--- config.mk ---
export PLATFORM = sky130hd
export DESIGN_NAME = pixel_scan_sequencer_flat
export DESIGN_NICKNAME = d
export VERILOG_FILES = /design/src/rtl/pixel_scan_sequencer_pkg.sv /design/src/rtl/pixel_scan_sequencer_if.sv /design/src/rtl/pixel_scan_sequencer_sync_2ff.sv /design/src/rtl/pixel_scan_sequencer.sv /design/src/flat_wrapper.sv
export SDC_FILE = /design/constraint.sdc
export NUM_CORES = 1
export LEC_CHECK = 0
export CAP_MARGIN = 30
export CELL_PAD_IN_SITES_DETAIL_PLACEMENT = 1
export CELL_PAD_IN_SITES_GLOBAL_PLACEMENT = 1
export CORE_UTILIZATION = 40
export DETAILED_ROUTE_END_ITERATION = 12
export PLACE_DENSITY = 0.78
export RECOVER_POWER = 100
export SLEW_MARGIN = 25
export SYNTH_ARGS = -nofsm -noshare
export SYNTH_HDL_FRONTEND = slang
export SYNTH_HIERARCHICAL = 1
export SYNTH_SLANG_ARGS = --single-unit
--- constraint.sdc ---
create_clock -name wb_clk_i -period 5.54 [get_ports wb_clk_i]
set_clock_uncertainty 0.2 [all_clocks]
set_input_delay 0.554 -clock wb_clk_i [delete_from_list [all_inputs] [get_ports wb_clk_i]]
set_output_delay 0.554 -clock wb_clk_i [all_outputs]
set_load 0.05 [all_outputs]
--- src/rtl/pixel_scan_sequencer_pkg.sv ---
// Shared types and helpers for the pixel scan sequencer.
//   state_t    : frame sequencer states
//   N_PIX_DEF  : default photodiode count
//   next_pix() : next scan index, stepping over the reference pixel
//   clamp1()   : treats a zero cycle count as one cycle
package pixel_seq_pkg;

  localparam int N_PIX_DEF = 12;

  typedef enum logic [2:0] {
    IDLE,
    RST_PD,
    INTEG,
    REF_SEL,
    REF_HOLD,
    PIX_SEL,
    PIX_LATCH,
    DONE
  } state_t;

  function automatic int next_pix(int index, int ref_idx);
    int n;
    n = index + 1;
    if (n == ref_idx) n = n + 1;
    return n;
  endfunction

  function automatic int clamp1(int n);
    return (n == 0) ? 1 : n;
  endfunction

endpackage

--- src/rtl/pixel_scan_sequencer_if.sv ---
// Control/status bus between the Wishbone register block and the sequencer.
//   start/abort      : frame request and abort (register block -> sequencer)
//   cfg_*_cyc        : phase durations, captured at start acceptance
//   busy/done        : frame status
//   lbp_code         : last completed local-binary-pattern code
// master = register block side, slave = sequencer side.
interface pixel_scan_sequencer_if
  import pixel_seq_pkg::*;
#(
  parameter int N_PIX = N_PIX_DEF,
  parameter int TW    = 16
) ();
  logic             start;
  logic             abort;
  logic [7:0]       cfg_rst_cyc;
  logic [TW-1:0]    cfg_int_cyc;
  logic [7:0]       cfg_settle_cyc;
  logic             busy;
  logic             done;
  logic [N_PIX-1:0] lbp_code;

  modport master (
    output start, abort, cfg_rst_cyc, cfg_int_cyc, cfg_settle_cyc,
    input  busy, done, lbp_code
  );

  modport slave (
    input  start, abort, cfg_rst_cyc, cfg_int_cyc, cfg_settle_cyc,
    output busy, done, lbp_code
  );
endinterface

--- src/rtl/pixel_scan_sequencer_sync_2ff.sv ---
// Two-flop synchronizer for asynchronous analog-domain signals.
//   clk : destination clock
//   d   : asynchronous input
//   q   : synchronized output, two cycles of latency
module sync_2ff #(
  parameter int WIDTH = 1
) (
  input  logic             clk,
  input  logic [WIDTH-1:0] d,
  output logic [WIDTH-1:0] q
);
  logic [WIDTH-1:0] meta_p0;
  logic [WIDTH-1:0] sync_p1;

  always_ff @(posedge clk) begin
    meta_p0 <= d;
    sync_p1 <= meta_p0;
  end

  assign q = sync_p1;
endmodule

--- src/rtl/pixel_scan_sequencer.sv ---
// Frame sequencer for the photodiode analog front end.
//   wb_clk_i, wb_rst_i : clock, synchronous active-high reset
//   bus                : start/abort/config in, busy/done/lbp_code out
//   cmp_in             : asynchronous comparator decision
//   pd_a, pd_b         : per-pixel readout-bus and reset switches
//   sh_rst, sh, sh_cmp : sample-and-hold controls
// Every output is a register loaded from the next-state decode, so the
// switch pattern lines up exactly with the state it belongs to.
module pixel_scan_sequencer
  import pixel_seq_pkg::*;
#(
  parameter int N_PIX   = N_PIX_DEF,
  parameter int REF_IDX = 0,
  parameter int TW      = 16
) (
  input  logic                   wb_clk_i,
  input  logic                   wb_rst_i,
  pixel_scan_sequencer_if.slave  bus,
  input  logic                   cmp_in,
  output logic [N_PIX-1:0]       pd_a,
  output logic [N_PIX-1:0]       pd_b,
  output logic                   sh_rst,
  output logic                   sh,
  output logic                   sh_cmp
);
  localparam int PW        = (N_PIX > 1) ? $clog2(N_PIX) : 1;
  localparam int FIRST_PIX = (REF_IDX == 0) ? 1 : 0;
  localparam int LAST_PIX  = (REF_IDX == N_PIX - 1) ? N_PIX - 2 : N_PIX - 1;

  state_t           state, state_nxt;
  logic [TW-1:0]    tmr, tmr_nxt;
  logic [PW-1:0]    pix, pix_nxt;
  logic [TW-1:0]    int_cyc;
  logic [7:0]       settle_cyc;
  logic [N_PIX-1:0] code_shadow, code_nxt, pix_mask;
  logic [N_PIX-1:0] pd_a_nxt, pd_b_nxt;
  logic             sh_rst_nxt, sh_nxt, sh_cmp_nxt;
  logic             start_ok, tmr_done, cmp_sync;

  sync_2ff #(.WIDTH(1)) u_cmp_sync (
    .clk (wb_clk_i),
    .d   (cmp_in),
    .q   (cmp_sync)
  );

  always_comb begin
    state_nxt = state;
    pix_nxt   = pix;
    start_ok  = (state == IDLE) && bus.start && !bus.abort;
    tmr_done  = (tmr == TW'(1));
    if (bus.abort) begin
      state_nxt = IDLE;
    end else begin
      case (state)
        IDLE:      if (bus.start) state_nxt = RST_PD;
        RST_PD:    if (tmr_done) state_nxt = INTEG;
        INTEG:     if (tmr_done) state_nxt = REF_SEL;
        REF_SEL:   if (tmr_done) state_nxt = REF_HOLD;
        REF_HOLD: begin
          state_nxt = PIX_SEL;
          pix_nxt   = PW'(FIRST_PIX);
        end
        PIX_SEL:   if (tmr_done) state_nxt = PIX_LATCH;
        PIX_LATCH: begin
          if (pix == PW'(LAST_PIX)) begin
            state_nxt = DONE;
          end else begin
            state_nxt = PIX_SEL;
            pix_nxt   = PW'(next_pix(int'(pix), REF_IDX));
          end
        end
        DONE:      state_nxt = IDLE;
        default:   state_nxt = IDLE;
      endcase
    end
  end

  // Timer is reloaded on every state entry; the RST_PD load reads the
  // config straight off the bus, which is its capture point.
  always_comb begin
    tmr_nxt = (tmr != '0) ? tmr - TW'(1) : '0;
    if (state_nxt != state) begin
      case (state_nxt)
        RST_PD:           tmr_nxt = TW'(clamp1(int'(bus.cfg_rst_cyc)));
        INTEG:            tmr_nxt = TW'(clamp1(int'(int_cyc)));
        REF_SEL, PIX_SEL: tmr_nxt = TW'(clamp1(int'(settle_cyc)));
        default:          ;
      endcase
    end
  end

  // The final pixel is latched on the same edge that enters DONE, so the
  // published code merges it in here rather than waiting a cycle.
  always_comb begin
    pix_mask = N_PIX'(1) << pix;
    code_nxt = code_shadow;
    if (state == PIX_LATCH)
      code_nxt = (code_shadow & ~pix_mask) | (cmp_sync ? pix_mask : '0);
  end

  always_comb begin
    pd_a_nxt   = '0;
    pd_b_nxt   = '0;
    sh_rst_nxt = 1'b0;
    sh_nxt     = 1'b0;
    sh_cmp_nxt = 1'b0;
    case (state_nxt)
      RST_PD: begin
        pd_b_nxt   = '1;
        sh_rst_nxt = 1'b1;
      end
      REF_SEL: begin
        pd_a_nxt = N_PIX'(1) << REF_IDX;
        sh_nxt   = 1'b1;
      end
      PIX_SEL: begin
        pd_a_nxt   = N_PIX'(1) << pix_nxt;
        sh_cmp_nxt = 1'b1;
      end
      default: ;
    endcase
  end

  always_ff @(posedge wb_clk_i) begin
    if (wb_rst_i) begin
      state        <= IDLE;
      tmr          <= '0;
      pix          <= '0;
      pd_a         <= '0;
      pd_b         <= '0;
      sh_rst       <= 1'b0;
      sh           <= 1'b0;
      sh_cmp       <= 1'b0;
      bus.busy     <= 1'b0;
      bus.done     <= 1'b0;
      bus.lbp_code <= '0;
    end else begin
      state    <= state_nxt;
      tmr      <= tmr_nxt;
      pix      <= pix_nxt;
      pd_a     <= pd_a_nxt;
      pd_b     <= pd_b_nxt;
      sh_rst   <= sh_rst_nxt;
      sh       <= sh_nxt;
      sh_cmp   <= sh_cmp_nxt;
      bus.busy <= (state_nxt != IDLE);
      bus.done <= (state_nxt == DONE);
      if (state_nxt == DONE)
        bus.lbp_code <= code_nxt & ~(N_PIX'(1) << REF_IDX);
    end
  end

  always_ff @(posedge wb_clk_i) begin
    code_shadow <= code_nxt;
    if (start_ok) begin
      int_cyc    <= bus.cfg_int_cyc;
      settle_cyc <= bus.cfg_settle_cyc;
    end
  end
endmodule

--- src/flat_wrapper.sv ---
// flat-port wrapper written by rule: the top's interface ports become plain ports
module pixel_scan_sequencer_flat import pixel_seq_pkg::*;
#(
  parameter int N_PIX   = N_PIX_DEF,
  parameter int REF_IDX = 0,
  parameter int TW      = 16
)
  (wb_clk_i, wb_rst_i, cmp_in, pd_a, pd_b, sh_rst, sh, sh_cmp, bus_start, bus_abort, bus_cfg_rst_cyc, bus_cfg_int_cyc, bus_cfg_settle_cyc, bus_busy, bus_done, bus_lbp_code);
  pixel_scan_sequencer_if #(.N_PIX(N_PIX), .TW(TW)) bus_i ();
  input  logic wb_clk_i;
  input  logic wb_rst_i;
  input  logic cmp_in;
  output logic [N_PIX-1:0] pd_a;
  output logic [N_PIX-1:0] pd_b;
  output logic sh_rst;
  output logic sh;
  output logic sh_cmp;
  input wire logic [$bits(bus_i.start)-1:0] bus_start;
  input wire logic [$bits(bus_i.abort)-1:0] bus_abort;
  input wire logic [$bits(bus_i.cfg_rst_cyc)-1:0] bus_cfg_rst_cyc;
  input wire logic [$bits(bus_i.cfg_int_cyc)-1:0] bus_cfg_int_cyc;
  input wire logic [$bits(bus_i.cfg_settle_cyc)-1:0] bus_cfg_settle_cyc;
  output wire logic [$bits(bus_i.busy)-1:0] bus_busy;
  output wire logic [$bits(bus_i.done)-1:0] bus_done;
  output wire logic [$bits(bus_i.lbp_code)-1:0] bus_lbp_code;
  assign bus_i.start = bus_start;
  assign bus_i.abort = bus_abort;
  assign bus_i.cfg_rst_cyc = bus_cfg_rst_cyc;
  assign bus_i.cfg_int_cyc = bus_cfg_int_cyc;
  assign bus_i.cfg_settle_cyc = bus_cfg_settle_cyc;
  assign bus_busy = bus_i.busy;
  assign bus_done = bus_i.done;
  assign bus_lbp_code = bus_i.lbp_code;
  pixel_scan_sequencer #(.N_PIX(N_PIX), .REF_IDX(REF_IDX), .TW(TW)) u_core (.wb_clk_i(wb_clk_i), .wb_rst_i(wb_rst_i), .bus(bus_i), .cmp_in(cmp_in), .pd_a(pd_a), .pd_b(pd_b), .sh_rst(sh_rst), .sh(sh), .sh_cmp(sh_cmp));
endmodule
# Yosys cells after proc, flatten, opt, wreduce, memory -nomap -nowiden
# Cells that the tools add are included.
[word_totals]
register_bits = 101
elab_cells = 76
output_inout_bits = 41
[classes]
n_mux = 25
reduce_logical = 11
n_bitwise = 3
n_shift = 2
addsub = 3
eq_ne = 15
[op_table]
columns = ["op", "count"]
rows = [
  ["$mux W16", 3],
  ["$pmux W16 S3", 1],
  ["$mux W12", 3],
  ["$logic_not A32 Y1", 1],
  ["$pmux W12 S2", 1],
  ["$pmux W3 S8", 1],
  ["$shl A1 B4 Y12 const A", 2],
  ["$eq A3 B3 Y1 const B", 6],
  ["$mux W3", 6],
  ["$eq A16 B1 Y1 const B", 1],
  ["$logic_not A16 Y1", 1],
  ["$logic_not A8 Y1", 2],
  ["$mux W8", 2],
  ["$reduce_bool A16 Y1", 1],
  ["$sub A16 B1 Y16 const B", 1],
  ["$and A12 B12 Y12", 1],
  ["$eq A3 B2 Y1 const B", 4],
  ["$mux W4", 3],
  ["$not A12 Y12", 1],
  ["$or A12 B12 Y12", 1],
  ["$pmux W4 S2", 1],
  ["$eq A3 B1 Y1 const B", 2],
  ["$add A4 B1 Y5 const B", 1],
  ["$add A4 B2 Y4 const B", 1],
  ["other kinds (9)", 12],
]

# Depth between registers and ports, before layout
# Gate-level depths: netlist of the first run.
[depth]
ltp_word = 8
ltp_mapped = 9

# Modules after synthesis
# The synthesis of the first run kept the hierarchy.
[modules_own_cells]
columns = ["mod", "cells_each", "area_per_inst_um2", "seq_area_each_um2", "n_inst"]
rows = [
  ["pixel_scan_sequencer", 388, 4055.1, 1961.9, 1],
  ["sync_2ff", 2, 40.0, 40.0, 1],
]

# Least setup slack after synthesis of the first run
# No wires, ideal clock.
[synth_path]
path_kind = "input to register"
from = "input port bus_abort"
to = "register u_core.int_cyc[0] (enable)"
t_required_ps = 4866
path_slack_ps = 1294
t_arrival_ps = 3572
setup_ps = 474
cell_stages = 3
cell_sequence = "clkbuf_1 > clkbuf_1 > nor4b_1"
[synth_via]
elab_chain_len = 2
[synth_lines]
columns = ["item", "line_no", "source"]
rows = [
  ["start, declared", "flat_wrapper.sv:19", "input wire logic [$bits(bus_i.abort)-1:0] bus_abort;"],
  ["$logic_not A1 Y1", "pixel_scan_sequencer.sv:49", "start_ok = (state == IDLE) && bus.start && !bus.abort;"],
  ["$logic_and A1 B1 Y1", "pixel_scan_sequencer.sv:49", ""],
  ["net u_core.start_ok", "pixel_scan_sequencer.sv:38", "logic start_ok, tmr_done, cmp_sync;"],
  ["end signal, assigned", "pixel_scan_sequencer.sv:156", "int_cyc <= bus.cfg_int_cyc;"],
  ["end, declared", "pixel_scan_sequencer.sv:33", "logic [TW-1:0] int_cyc;"],
]
# The timed path passes the listed nets, and every way through them passes these cells.
# A chain may end at the register's enable or synchronous reset.

# Worst setup path in the final report of the first run
[layout_path]
from = "register u_core.state[0]"
to = "register u_core.tmr[0]"
[layout_via]
elab_chain_len = 7
word_cells_on_any_way = 23
classes_between = "12 x eq/ne; 9 x mux; 2 x reduce/logical"
[layout_lines]
columns = ["item", "line_no", "source"]
rows = [
  ["start, declared", "pixel_scan_sequencer.sv:30", "state_t state, state_nxt;"],
  ["start signal, assigned", "pixel_scan_sequencer.sv:138", "state <= state_nxt;"],
  ["$eq A3 B3 Y1, or another cell as far along", "pixel_scan_sequencer.sv:54", "case (state)"],
  ["$pmux W3 S8", "pixel_scan_sequencer.sv:54", ""],
  ["$mux W3", "pixel_scan_sequencer.sv:51", "if (bus.abort) begin"],
  ["$eq A3 B2 Y1 / $eq A3 B3 Y1 (equally long branches)", "pixel_scan_sequencer.sv:83", "case (state_nxt)"],
  ["$reduce_or A2 Y1", "pixel_scan_sequencer.sv:83", ""],
  ["$pmux W16 S3", "pixel_scan_sequencer.sv:83", ""],
  ["$mux W16 (*)", "pixel_scan_sequencer.sv:82", "if (state_nxt != state) begin"],
  ["end signal, assigned", "pixel_scan_sequencer.sv:139", "tmr <= tmr_nxt;"],
  ["end, declared", "pixel_scan_sequencer.sv:31", "logic [TW-1:0] tmr, tmr_nxt;"],
]
# Every way passes the cells marked *; elsewhere a longest branch is shown, timed or not.

==> flow_metrics.py, run 1 <==
metrics = {
    "status": {
        "outcome": "finished clean",
    },
    "logic_synthesis": {
        "yosys_most_used_dff": "dfxtp_1",
        "synth_seq_cells": 88,
        "async_flop_share_pct": 0,
        "syn_nets": 437,
        "synth_top_area_share_pct": 31.3,
        "ys_seq_area_share_pct": 48.9,
        "syn_avg_cell_area_um2": 10.5,
        "syn_area_um2": 4100,
        "ys_warn_count": 6,
        "ys_types": 66,
        "postSynthCellCount": 390,
        "yosys-top-cells-area": "dfxtp_1 31%, edfxtp_1 18%, nor2_1 4.0%",
        "yosysTopAreaCell": "dfxtp_1",
        "synth-edff-count": 24,
    },
    "sta": {
        "fin_setup_tns_ns": 0,
        "worstMarginPinSlew_ns": 1.28,
        "fmax_mhz": 272,
        "whs_ns": 0.133,
        "slew_violations": 0,
        "finalHoldViolations": 0,
        "setup_viol": 0,
        "timing.final.crit_period_ns": 3.68,
        "slew_headroom_pct": 14.6,
        "rsz0062_at_grt": "false",
        "post-route-period-util_pct": 66.5,
    },
    "final_layout": {
        "mostFrequentLayoutCells": "66 x dlygate4sd3_1, 64 x dfxtp_1, 44 x nor2_1",
        "drive_above_1_share_pct": 7.25,
        "n_fill_cell": 1096,
        "stdcell_count": 588,
        "final_nets": 497,
        "area_growth_pct": 21.5,
        "final_common_cell": "dlygate4sd3_1",
        "final_core_util_pct": 50.4,
        "antenna_cells": 0,
    },
    "floorplan": {
        "core_area_um2": 9860,
        "start_util_pct": 41.5,
        "placementRows": 36,
        "die-area_um2": 10600,
        "ios": 78,
        "die_width_um": 103,
        "die_h_um": 103,
    },
    "routing": {
        "drt-initial-drc-count": 155,
        "post-route-drc-count": 0,
        "dr_total_vias": 3136,
        "wl_per_cell_um": 16.4,
        "final_antenna_net_count": 0,
        "via_per_inst": 5.33,
        "first_pass_iters": 4,
        "drt-total-wl_um": 9650,
    },
    "clock_network": {
        "cts_tree": "done",
        "clk_pin_slew_ns": 0.09,
        "cts.htree.levels": 3,
        "holdBufCountCts": 0,
        "clk_latency_ns": 0.36,
        "cts.sinks": 88,
        "cts_setup_buffers": 0,
        "clock_tree.root_cell": "clkbuf_8",
        "cts.repair.resized": 0,
        "clock_path_buffers": 2,
        "cts_buffers": 9,
    },
    "grt": {
        "grt_max_degree": 27,
        "top_usage_layer": "met2",
        "grt_use_total_pct": 19.4,
        "grtUsageMet2_pct": 31.7,
        "grt_use_met1_pct": 26.0,
        "antenna_found_initial": 0,
        "overflow": 0,
        "met3_usage_pct": 4.44,
        "grt_pass1_wl_um": 15800,
        "grt_pass1_vias": 3193,
    },
    "power_and_ir_drop": {
        "leakage_uw": 0.00184,
        "ir_worst_vdd_mv": 0.146,
        "power_density_nw_per_um2": 333,
    },
    "worst_hold_path": {
        "whs_endpoint": "u_core/u_cmp_sync/q",
        "hp-class": "flip-flop to flip-flop",
        "hold_start": "u_core/u_cmp_sync/meta_p0",
        "hold_path_depth": 0,
    },
    "worst_setup_path": {
        "critPathRequiredTime_ns": 5.61,
        "path_class": "flip-flop to flip-flop",
        "rrSetupSlack_ns": 1.86,
        "critPathBufInv": 0,
        "worstPathMaxFanout": 14,
        "rr_startpoint": "u_core/state[0]",
        "cp_cell_sequence": "or4bb_1, nor4_1, o21bai_1, a211oi_1, o21ai_0, a311oi_2",
        "max_stage_delay_ns": 0.85,
        "crit_family": "compound AO/OA/AOI/OAI gates",
        "endpoint_kind": "flip-flop",
        "worstSetupStartpointType": "flip-flop",
        "timing.rr.end": "u_core/tmr[0]",
        "slowest_stage": "a211oi_1",
        "reg2reg_depth": 6,
        "startpoint": "u_core/state[0]",
        "arrival_ns": 3.75,
    },
    "placed_design": {
        "dp_cells": 572,
        "dp_hpwl_um": 7060,
        "gp_congestion": 0.799,
        "io_buffer_count": 76,
    },
    "run": {
        "cap_viol_max_count": 0,
    },
}
==> worst max-delay path by stage <==
stage          slack, ns                 to  depth (start not counted)
3_5_place_dp        2.23      u_core/tmr[0]                          7
3_3_place_gp        2.35     u_core/tmr[14]                          7
4_1_cts             2.43      u_core/tmr[5]                          6
5_1_grt             1.60      u_core/tmr[0]                          6
6_report            1.86      u_core/tmr[0]                          6
2_1_floorplan       1.29  u_core/int_cyc[0]                          3
==> metrics by stage <==
stage,area [um^2],total power [uW],worst slack [ns]
global route,4980,1750,1.60
CTS,5060,1690,2.43
detailed placement,4870,1250,2.23
floorplan,4100,1130,1.29
finish,4980,1660,1.86
global placement,4880,1230,2.35
==> area by class of cell <==
cell class | instances | area [um^2] | share of cell area [%]
Inverter | 12 | 46.3 | 0.930
Clock buffer | 13 | 149 | 2.99
Multi-Input combinational cell | 261 | 1810 | 36.3
Timing Repair Buffer | 78 | 763 | 15.3
Sequential cell | 88 | 2000 | 40.2
Tap cell | 133 | 166 | 3.34
Clock inverter | 3 | 41.3 | 0.830
==> synthesized netlist by cell type (6+ instances only) <==
cell and instances:
mux2_2 12, nor2_1 44, nand2_1 25, ha_1 10, o21ai_0 6, nor4_1 9
dfxtp_1 64, inv_1 11, a21oi_1 6, clkbuf_1 14, mux2i_1 11, nor3_1 11
xnor2_1 8, edfxtp_1 24, xor2_1 7, a222oi_1 6, o2bb2ai_1 7, nand2b_1 6
buf_4 15, nand3_1 7, o22ai_1 8
==> flip-flops by register name, summed over array words and instances (netlist names) <==
name,cells
u_core/bus.busy,1
u_core/bus.done,1
u_core/bus.lbp_code,11
u_core/code_shadow,11
u_core/int_cyc,16
u_core/pd_a,12
u_core/pd_b,1
u_core/pix,4
u_core/settle_cyc,8
u_core/sh,1
u_core/sh_cmp,1
u_core/state,3
u_core/tmr,16
u_core/u_cmp_sync/meta_p0,1
u_core/u_cmp_sync/q,1
==> report_power, final <==
part | leakage, uW | internal (uW) | switching, uW
Combinational | 0.00101 | 189 | 251
Sequential | 0.000743 | 713 | 63.4
Clock | 0.0000913 | 220 | 221
==> logic make-up (layout without fill, tap and decap cells) <==
logic type	after synthesis	after routing	synth area share, %
compound gates	63	63	12.6
buf+inv	41	106	5.16
simple gates	149	149	21.1
flops	88	88	48.9
fa+ha+maj	10	10	3.06
xor+xnor	15	15	3.21
mux	23	23	5.99
other cells	1	1	0.0916
==> per-layer routing <==
metal  wire length [um]  up-vias  part of all wire, %
met4                101        0                  1.0
li1                   -     1533                    -
met1               4740     1524                   49
met5                  0        -                    0
met2               4470       71                   46
met3                333        8                  3.5
Power figures use the tool's default switching activity.
==> inputs of run 2 (changes only) <==
- clock period: 5.54 -> 3.5 ns (I/O delays scaled with it)
==> run 2 against run 1 <==
Core utilization rose by 1.2 points. Register-to-register slack got worse by 1.4 ns. Sequential share of layout area fell by 0.92 points. Sequential power rose by 58%. Clock power rose by 81%. Global-route usage rose by 1.5 points. Worst hold slack improved by 0.018 ns. Routed wire length rose by 5.9%. Worst setup slack got worse by 1.4 ns. Die area did not move. Cell count rose by 1.0%. Largest cell class unchanged. Highest routed layer unchanged.
==> flow_metrics.py, run 2 (synthesis gave the netlist of run 1 again) <==
metrics = {
    "routing": {
        "drt-total-wl_um": 10200,
        "wl_per_cell_um": 17.2,
        "dr_total_vias": 3255,
        "via_per_inst": 5.48,
        "drt-initial-drc-count": 131,
        "post-route-drc-count": 0,
        "final_antenna_net_count": 0,
        "first_pass_iters": 4,
    },
    "final_layout": {
        "antenna_cells": 0,
        "stdcell_count": 594,
        "top_regs": "u_core/int_cyc: 16 flops, u_core/tmr: 16 flops, u_core/pd_a: 12 flops",
        "n_fill_cell": 1073,
        "final_core_util_pct": 51.6,
        "seq_area_um2": 2000,
        "drive_above_1_share_pct": 8.89,
        "mostFrequentLayoutCells": "66 x dlygate4sd3_1, 64 x dfxtp_1, 44 x nor2_1",
        "final_common_cell": "dlygate4sd3_1",
        "final_nets": 503,
        "multiInputGateArea_um2": 1840,
        "area_growth_pct": 24.4,
    },
    "clock_network": {
        "clk_latency_ns": 0.36,
        "cts.htree.levels": 3,
        "cts_tree": "done",
        "cts.sinks": 88,
        "clock_path_buffers": 2,
        "cts_setup_buffers": 0,
        "clock_tree.root_cell": "clkbuf_8",
        "cts_buffers": 9,
        "clk_pin_slew_ns": 0.08,
        "cts.repair.resized": 0,
        "holdBufCountCts": 0,
    },
    "sta": {
        "rsz0062_at_grt": "false",
        "timing.final.crit_period_ns": 3.03,
        "fmax_mhz": 331,
        "worstMarginPinSlew_ns": 1.28,
        "setup_viol": 0,
        "slew_violations": 0,
        "fin_setup_tns_ns": 0,
        "finalHoldViolations": 0,
        "layout_setup_ws_ns": 0.475,
        "slew_headroom_pct": 14.4,
        "post-route-period-util_pct": 86.4,
    },
    "power_and_ir_drop": {
        "combPwrFrac_pct": 26.6,
        "swShare_pct": 31.9,
        "p_sw_uw": 882,
        "seq_power_share_pct": 44.5,
        "power.total_uw": 2760,
        "power_frac_clock_pct": 28.9,
        "leakage_uw": 0.00191,
        "power_density_nw_per_um2": 542,
        "ir_worst_vdd_mv": 0.206,
        "p_int_uw": 1880,
    },
    "grt": {
        "antenna_found_initial": 0,
        "grt_max_degree": 26,
        "met3_usage_pct": 3.36,
        "grtUsageMet2_pct": 34.6,
        "grt_pass1_vias": 3339,
        "top_usage_layer": "met2",
        "grt_pass1_wl_um": 16800,
        "grt_use_met1_pct": 26.5,
        "overflow": 0,
        "grt_use_total_pct": 20.9,
    },
    "worst_setup_path": {
        "slowest_stage": "nor4_2",
        "path_class": "flip-flop to flip-flop",
        "worstSetupStartpointType": "flip-flop",
        "endpoint_kind": "flip-flop",
        "arrival_ns": 3.11,
        "max_stage_delay_ns": 0.59,
        "worstPathMaxFanout": 14,
        "rr_startpoint": "u_core/tmr[2]",
        "cp_cell_sequence": "nor4_2, nand4_1, o21ai_2, o31ai_4, a211o_1, o2bb2ai_1",
        "critPathRequiredTime_ns": 3.59,
        "startpoint": "u_core/tmr[2]",
    },
    "status": {
        "outcome": "finished clean",
    },
    "floorplan": {
        "placementRows": 36,
        "die-area_um2": 10600,
        "start_util_pct": 41.5,
        "core_area_um2": 9860,
        "die_width_um": 103,
        "ios": 78,
        "die_h_um": 103,
    },
    "worst_hold_path": {
        "hp-class": "flip-flop to flip-flop",
        "hold_start": "u_core/u_cmp_sync/meta_p0",
    },
    "placed_design": {
        "dpl_worst_slack_ns": 0.493,
        "gp_congestion": 0.833,
        "dp_hpwl_um": 7530,
        "io_buffer_count": 76,
        "dp_cells": 578,
    },
    "run": {
        "cap_viol_max_count": 0,
    },
}
run 2: cell types whose count changed in the layout (fill, tap and decap cells not counted), sizes merged:
| cell | change |
|---|---|
| clkdlybuf4s50 | +1 |
| clkinv | +2 |
| clkinvlp | -1 |
| bufinv | +1 |
| buf | +3 |
run 2: layer usage:
metal  wire [um]  vias up
li1            -     1552
met1        4670     1583
met2        4910      103
met3         415       17
met4         218        0
met5           0        -
run 2: metrics by stage:
stage               instance area [um^2]  hold slack (ns)
finish                              5090            0.151
global route                        5090            0.153
CTS                                 5160            0.143
detailed placement                  4930            0.124
global placement                    4930            0.112
floorplan                           4100            0.110
run 2: power by group through the flow:
| stage | Sequential [uW] | Combinational, uW | Clock, uW |
|---|---|---|---|
| finish | 1230 | 733 | 798 |
| detailed placement | 1250 | 742 | 0 |
| global route | 1240 | 799 | 854 |
| CTS | 1230 | 753 | 817 |
| global placement | 1240 | 704 | 0 |
| floorplan | 1230 | 564 | 0 |
run 2: path summary, 6_finish.rpt:
check             slack [ns]  cells past startpoint                   to
setup reg to reg        0.47                      6       u_core/tmr[13]
setup / recovery        0.47                      6       u_core/tmr[13]
hold reg to reg         0.15                      0  u_core/u_cmp_sync/q
hold / removal          0.15                      0  u_core/u_cmp_sync/q
run 2: layout make-up:
class / count / share of cell area, %
inverter: 12 / 0.909
tap: 133 / 3.27
timing repair buffer: 84 / 15.8
multi-input combinational: 261 / 36.1
clock buffer: 11 / 3.00
clock inverter: 5 / 1.52
sequential: 88 / 39.3
run 2: critical path, delay by kind of cell, from the launching register on:
| kind | cells | cell delay, ns |
|---|---|---|
| AOI/OAI and AO/OA | 4 | 1.35 |
| DFF | 1 | 0.37 |
| and+or+nand+nor | 2 | 1.02 |
